## config.mk

```make
export PLATFORM = sky130hd
export DESIGN_NAME = uds_reader
export DESIGN_NICKNAME = d
export VERILOG_FILES = /design/src/rtl/uds_reader_pkg.sv /design/src/rtl/uds_reader.sv
export SDC_FILE = /design/constraint.sdc
export NUM_CORES = 1
export LEC_CHECK = 0
export CAP_MARGIN = 25
export CORE_MARGIN = 2
export CORE_UTILIZATION = 40
export DETAILED_ROUTE_END_ITERATION = 8
export PLACE_DENSITY = 0.86
export SLEW_MARGIN = 0
export SYNTH_ARGS = -nofsm -noshare
export SYNTH_HDL_FRONTEND = slang
export SYNTH_SLANG_ARGS = --single-unit
```

## constraint.sdc

```tcl
create_clock -name clk -period 1.7 [get_ports clk]
set_input_delay 0.34 -clock clk [delete_from_list [all_inputs] [get_ports clk]]
set_output_delay 0.34 -clock clk [all_outputs]
set_load 0.005 [all_outputs]
```

## src/rtl/uds_reader_pkg.sv

```systemverilog
// Shared constants and state encoding for the UDS read-once fetch sequencer.
package uds_reader_pkg;

  localparam int unsigned UDS_NUM_WORDS      = 8;
  localparam int unsigned UDS_TIMEOUT_CYCLES = 15;
  localparam int unsigned ADDR_W             = 3;
  localparam int unsigned DATA_W             = 32;

  typedef enum logic [1:0] {
    ST_IDLE = 2'd0,
    ST_READ = 2'd1,
    ST_HOLD = 2'd2,
    ST_DONE = 2'd3
  } state_e;

endpackage

```

## src/rtl/uds_reader.sv

```systemverilog
// Fetches each read-once UDS word exactly once per reset and streams it out
// on a valid/ready interface; reports busy, done and a sticky error.
module uds_reader
  import uds_reader_pkg::*;
#(
  parameter int unsigned NUM_WORDS      = UDS_NUM_WORDS,
  parameter int unsigned TIMEOUT_CYCLES = UDS_TIMEOUT_CYCLES
) (
  input  logic              clk,
  input  logic              reset,
  input  logic              start,
  input  logic              lock,
  output logic              uds_cs,
  output logic              uds_en,
  output logic [ADDR_W-1:0] uds_address,
  input  logic [DATA_W-1:0] uds_read_data,
  input  logic              uds_ready,
  output logic              out_valid,
  input  logic              out_ready,
  output logic [DATA_W-1:0] out_data,
  output logic              out_last,
  output logic              busy,
  output logic              done,
  output logic              error
);

  localparam int unsigned        TMO_W    = (TIMEOUT_CYCLES > 2) ? $clog2(TIMEOUT_CYCLES) : 1;
  localparam logic [ADDR_W-1:0]  LAST_IDX = ADDR_W'(NUM_WORDS - 1);
  localparam logic [TMO_W-1:0]   TMO_LAST = TMO_W'(TIMEOUT_CYCLES - 1);

  state_e              state_q, state_d;
  logic [ADDR_W-1:0]   idx_q, idx_d;
  logic [TMO_W-1:0]    tmo_q, tmo_d;
  logic [DATA_W-1:0]   data_q, data_d;
  logic                last_q, last_d;
  logic                done_q, done_d;
  logic                err_q, err_d;

  always_ff @(posedge clk or posedge reset) begin
    if (reset) begin
      state_q <= ST_IDLE;
      idx_q   <= '0;
      tmo_q   <= '0;
      data_q  <= '0;
      last_q  <= 1'b0;
      done_q  <= 1'b0;
      err_q   <= 1'b0;
    end else begin
      state_q <= state_d;
      idx_q   <= idx_d;
      tmo_q   <= tmo_d;
      data_q  <= data_d;
      last_q  <= last_d;
      done_q  <= done_d;
      err_q   <= err_d;
    end
  end

  always_comb begin
    state_d = state_q;
    idx_d   = idx_q;
    tmo_d   = tmo_q;
    data_d  = data_q;
    last_d  = last_q;
    done_d  = done_q;
    err_d   = err_q;

    // A start anywhere but IDLE is a protocol error and is otherwise ignored.
    if (start && (state_q != ST_IDLE)) begin
      err_d = 1'b1;
    end

    case (state_q)
      ST_IDLE: begin
        if (start) begin
          if (lock) begin
            err_d = 1'b1;
          end else begin
            state_d = ST_READ;
            idx_d   = '0;
            tmo_d   = '0;
          end
        end
      end
      ST_READ: begin
        if (uds_ready) begin
          data_d  = uds_read_data;
          last_d  = (idx_q == LAST_IDX);
          state_d = ST_HOLD;
        end else if (tmo_q == TMO_LAST) begin
          // The core is read-once, so a stalled word cannot be retried.
          err_d   = 1'b1;
          data_d  = '0;
          last_d  = 1'b0;
          state_d = ST_DONE;
        end else begin
          tmo_d = tmo_q + TMO_W'(1);
        end
      end
      ST_HOLD: begin
        if (out_ready) begin
          // Scrub the word as soon as it is consumed so no secret lingers.
          data_d = '0;
          last_d = 1'b0;
          if (last_q) begin
            done_d  = 1'b1;
            state_d = ST_DONE;
          end else begin
            idx_d   = idx_q + ADDR_W'(1);
            tmo_d   = '0;
            state_d = ST_READ;
          end
        end
      end
      ST_DONE: begin
        state_d = ST_DONE;
      end
      default: begin
        state_d = ST_IDLE;
      end
    endcase
  end

  assign uds_cs      = (state_q == ST_READ);
  assign uds_en      = (state_q == ST_READ);
  assign uds_address = (state_q == ST_READ) ? idx_q : '0;
  assign out_valid   = (state_q == ST_HOLD);
  assign busy        = (state_q == ST_READ) || (state_q == ST_HOLD);
  assign out_data    = data_q;
  assign out_last    = last_q;
  assign done        = done_q;
  assign error       = err_q;

endmodule

```

# Word-level counts from Yosys, hierarchy flattened
# Index checks and enable logic that the tools add are counted.
# op_classes
add_sub_neg,2
mul,0
n_div,0
order_cmp,0
eq_ne,12
n_shift,0
muxes,34
bitwise_logic,0
reduce_logical,12
# ops
operator,count
$mux W32,3
$pmux W32 S2,1
$mux W4,6
$mux W3,5
$mux W2,6
$pmux W4 S3,1
$ne A2 B2 Y1 const B,5
$mux W1,8
$pmux W2 S4,1
$reduce_and A7 Y1,1
$pmux W3 S2,1
$reduce_and A3 Y1,2
$reduce_bool A2 Y1,3
$reduce_and A5 Y1,1
$add A4 B1 Y4 const B,1
$eq A2 B2 Y1 const B,2
$eq A4 B4 Y1 const B,1
$pmux W1 S2,2
$reduce_and A4 Y1,1
$add A3 B1 Y3 const B,1
$eq A3 B3 Y1 const B,1
$ne A3 B1 Y1 const B,1
$reduce_bool A3 Y1,1
$eq A2 B1 Y1 const B,1
4 further kinds,4
# totals
regBits,44
latch_bits,0
ramBits,0
romBits,0
inputBits,38
out_inout_bits,42
wordCells,67
n_memories,0

# Logic depth before layout (Yosys ltp)
# depth
ltp_word,6
ltp_mapped,9
depth_no_buf,6

# Worst setup path before layout
# Ideal clock, no wire load.
# synth_path
kind,reg2reg
start,register state_q[0]
end,register idx_q[0]
setup_time_ns,0.125
t_arrival_ns,1.514
required_ns,1.575
slack_ns,0.061
path_stages_with_launch,6
path_buffers,1
synth_period_minus_slack_ns,1.639
path_cell_list,dfrtp_1 > inv_1 > ha_1 > buf_4 > o211ai_1 > mux2_2
# synth_via
elab_chain_cells,3
word_cells_on_any_way,9
classes_between,eq/ne: 5; mux: 1; reduce/logical: 3
# synth_lines
item,line_no,text
start: declaration,uds_reader.sv:31,"state_e state_q, state_d;"
start signal: assignment,uds_reader.sv:49,state_q <= state_d;
$eq A2 B2 Y1 *,--,
named net out_valid,uds_reader.sv:18,"output logic out_valid,"
"$ne A2 B2 Y1 (no source line), or another cell as far along",--,
$reduce_and A5 Y1 (no source line),--,
end signal: assignment,uds_reader.sv:50,idx_q <= idx_d;
end: declaration,uds_reader.sv:32,"logic [ADDR_W-1:0] idx_q, idx_d;"
# The timed path passes the listed nets; every way through them passes the cells marked *.
# A chain may end at the register's enable or synchronous reset.

# Worst setup path in the final report
# layout_path
start,register tmo_q[1]
end,register data_q[17] (netlist: out_data[17])
# layout_via
elab_chain_cells,3
# layout_lines
item,line_no,text
start: declaration,uds_reader.sv:33,"logic [TMO_W-1:0] tmo_q, tmo_d;"
start signal: assignment,uds_reader.sv:51,tmo_q <= tmo_d;
$eq A4 B4 Y1,uds_reader.sv:90,end else if (tmo_q == TMO_LAST) begin
$ne A3 B1 Y1 (no source line),--,
$reduce_and A3 Y1 (no source line),--,
end signal: assignment,uds_reader.sv:52,data_q <= data_d;
end: declaration,uds_reader.sv:34,"logic [DATA_W-1:0] data_q, data_d;"
# No other way between the ends.

==> run summary <==
number of synthesis warnings = 0
Placed Cells incl. Taps = 373
Pins Over Slew Limit = 0
Crit. path cell count = 7
Cells after Synth = 217
worst setup path class = register to register
top post-synthesis cells by area = dfrtp_1, o21ai_2, nand2_1
sequential share of the synthesized area = 49.19%
startpoint types = register
layout cells sized above 1 = 30.09%
slowest cell on the critical path = dfrtp_1
Most used DFF post-synth = dfrtp_1
FILL cells = 441
die area = 6210 µm²
cell family with most CP delay = flip-flops
row count = 27
initial antenna violation count = 0
crit share post-route = 97.45%
area added between synthesis and finish = 54.00%
Max VDD drop = 1110 µV
maximum buffer depth of the clock tree = 2
sw power = 2.284 mW
Clock Skew = 0.006830 ns
FFs w/ async S/R, synth = 100.0%
Netlist cell types = 37
antenna cell count = 0
Mapped Nets = 263
Final Critical Period = 1.657 ns
max_slew headroom = 79.25%
sequential share of power = 25.8%
final non-filler cell total = 391
Initial Util = 41.15%
Post-synth EDFFs = 0
I/O Pins = 80
via count = 1869
first-pass GRT wire length = 8266 µm
largest net degree at the start of global routing = 45
Die H = 78.81 µm
CTS tree = done
WL final = 5431 µm
clock root cell = clkbuf_8
clock power share = 10.8%
Comb pwr share = 63.5%
H-tree levels = 2
Die Wd = 78.81 µm
Avg Vias per Cell = 4.780
Max FO, Critical Path = 6
Reg2Reg Depth = 7
drt drc = 0
cell taking the most area after synthesis = dfrtp_1
DRT iter0 DRCs = 91
DP HPWL = 3724 µm
type of the worst min-delay path = input pin to async pin
top-area cell type share of the netlist area = 49.19%
Final setup viols = 0
Hold WS = 0.4085 ns
most frequent cell after synthesis = nand2_1
core footprint = 5439 µm²
max cap viols = 0
Routed WL per cell = 13.89 µm
WP data required = 1.92 ns
CTS Sinks = 44
Port Buffers = 79
total gr overflow = 0
DR pass1 iterations = 4
Reg clk slew, reported paths = 0.08 ns
Critical Path AT = 1.88 ns
power density over cell area = 1726 nW/µm²
final RePlAce weighted congestion = 0.7994
Power Internal = 3.666 mW
most frequent cells after synthesis = nand2_1, dfrtp_1, o21ai_2
Sw Share = 38.39%
syn_area_per_cell = 10.32 µm²
FF/Latch Area = 1102 µm²
Least-Margin Pin Slew = 0.3113 ns
# nets final = 364
Seq cells post-synth = 44
final hold vios = 0
antenna viol nets, final = 0
Leakage = 1.538 nW
Max Fclk = 0.6036 GHz
buffers and inverters on the worst path = 2
Mapped Area = 2238 µm²
TritonCTS buffer count = 5
worst-path cell chain = ha_1 > and3_2 > o211ai_4 > buf_12 > clkbuf_16 > nand2_1 > o21ai_2
Setup crit end kind = register
GRT Util Overall = 17.02%
vias in the first global route = 1720
multi-input combinational cell area = 1026 µm²
status = finished, final reports clean
Max stage delay on crit path = 0.41 ns
Clock Latency Late Sink = 0.29 ns
-- cells in the final DEF, fill, tap and decap left out, types with 5 or more instances in the layout --
cell type        synthesis  routed
buf_4                    2      17
nand2_1                 58      57
clkbuf_8                 0       5
dfrtp_1                 44      43
clkdlybuf4s50_1          0      72
nand2_2                 13      14
ha_1                     8       5
buf_12                   3       7
o21ai_2                 26      26
inv_1                    8       5
o21ai_1                  7       7
-- through the flow --
stage | area [µm²] | setup WS [ns] | TNS [ns] | total power [mW] | util [%]
6_report | 3447 | 0.04338 | 0 | 5.950 | 63.38
5_1_grt | 3447 | -0.04402 | -0.05776 | 6.391 | 63.38
4_1_cts | 3323 | -0.05364 | -0.05364 | 5.472 | 61.10
3_5_place_dp | 3199 | -0.09613 | -2.387 | 4.756 | 58.82
3_3_place_gp | 3199 | -0.05030 | -0.8838 | 4.655 | 58.82
2_1_floorplan | 2238 | 0.06137 | 0 | 3.664 | -
-- power by group through the flow --
stage          Clock (mW)  Sequential, mW  Combinational [mW]
2_1_floorplan           0            1.56                2.11
3_3_place_gp            0            1.53                3.12
3_5_place_dp            0            1.55                3.21
4_1_cts             0.672            1.53                3.27
5_1_grt             0.722            1.57                4.10
6_report            0.640            1.53                3.78
-- tightest hold or removal path, cell delays in order --
cell and delay (ns):
clkdlybuf4s50_1 0.42, inv_2 0.08, buf_12 0.24
-- worst paths after layout --
path                             startpoint  slack [ns]           end
worst max-delay path               tmo_q[1]        0.04  out_data[17]
min in group clk                out_data[7]        0.48   out_data[7]
worst min register to register  out_data[7]        0.48   out_data[7]
max in group asynchronous             reset        1.07    state_q[0]
worst max register to register     tmo_q[1]        0.04  out_data[17]
worst min-delay path                  reset        0.41   out_data[8]
-- kinds of logic after synthesis --
group	Yosys count	synth area share (%)
compound gates	51	18.56
fa+ha+maj	8	4.472
buf+inv	20	6.819
flops	44	49.19
mux	3	1.397
simple gates	91	19.56
-- layer usage --
| layer | vias to the layer above | wire length [µm] | global-route usage, % |
|---|---|---|---|
| li1 | 932 | - | - |
| met1 | 870 | 2259 | 20.90 |
| met2 | 59 | 2796 | 29.06 |
| met3 | 8 | 300 | 4.886 |
| met4 | 0 | 75 | 5.088 |
| met5 | - | 0 | 0 |
-- registers in the layout (all words and copies together), names as in the netlist --
name and count:
out_data 32, tmo_q 4, idx_q 3, state_q 2
done 1, error 1, out_last 1
-- final cells by class --
class	count	area share [%]
Timing Repair Buffer	106	32.23
Sequential cell	44	31.98
Multi-Input combinational cell	153	29.76
Tap cell	72	2.613
Clock buffer	5	1.996
Inverter	8	0.8711
Clock inverter	3	0.5445
-- timing repair --
item / in CTS / in global routing
pin swaps: 1 / 4
gates cloned: 0 / 3
buffers inserted: 4 / 4
endpoints found under the setup margin: 37 / 21
hold endpoints to repair: 0 / 0
resized for setup: 18 / 12
hold buffers: 0 / 0
No activity file was read; power rests on OpenSTA's default activity.
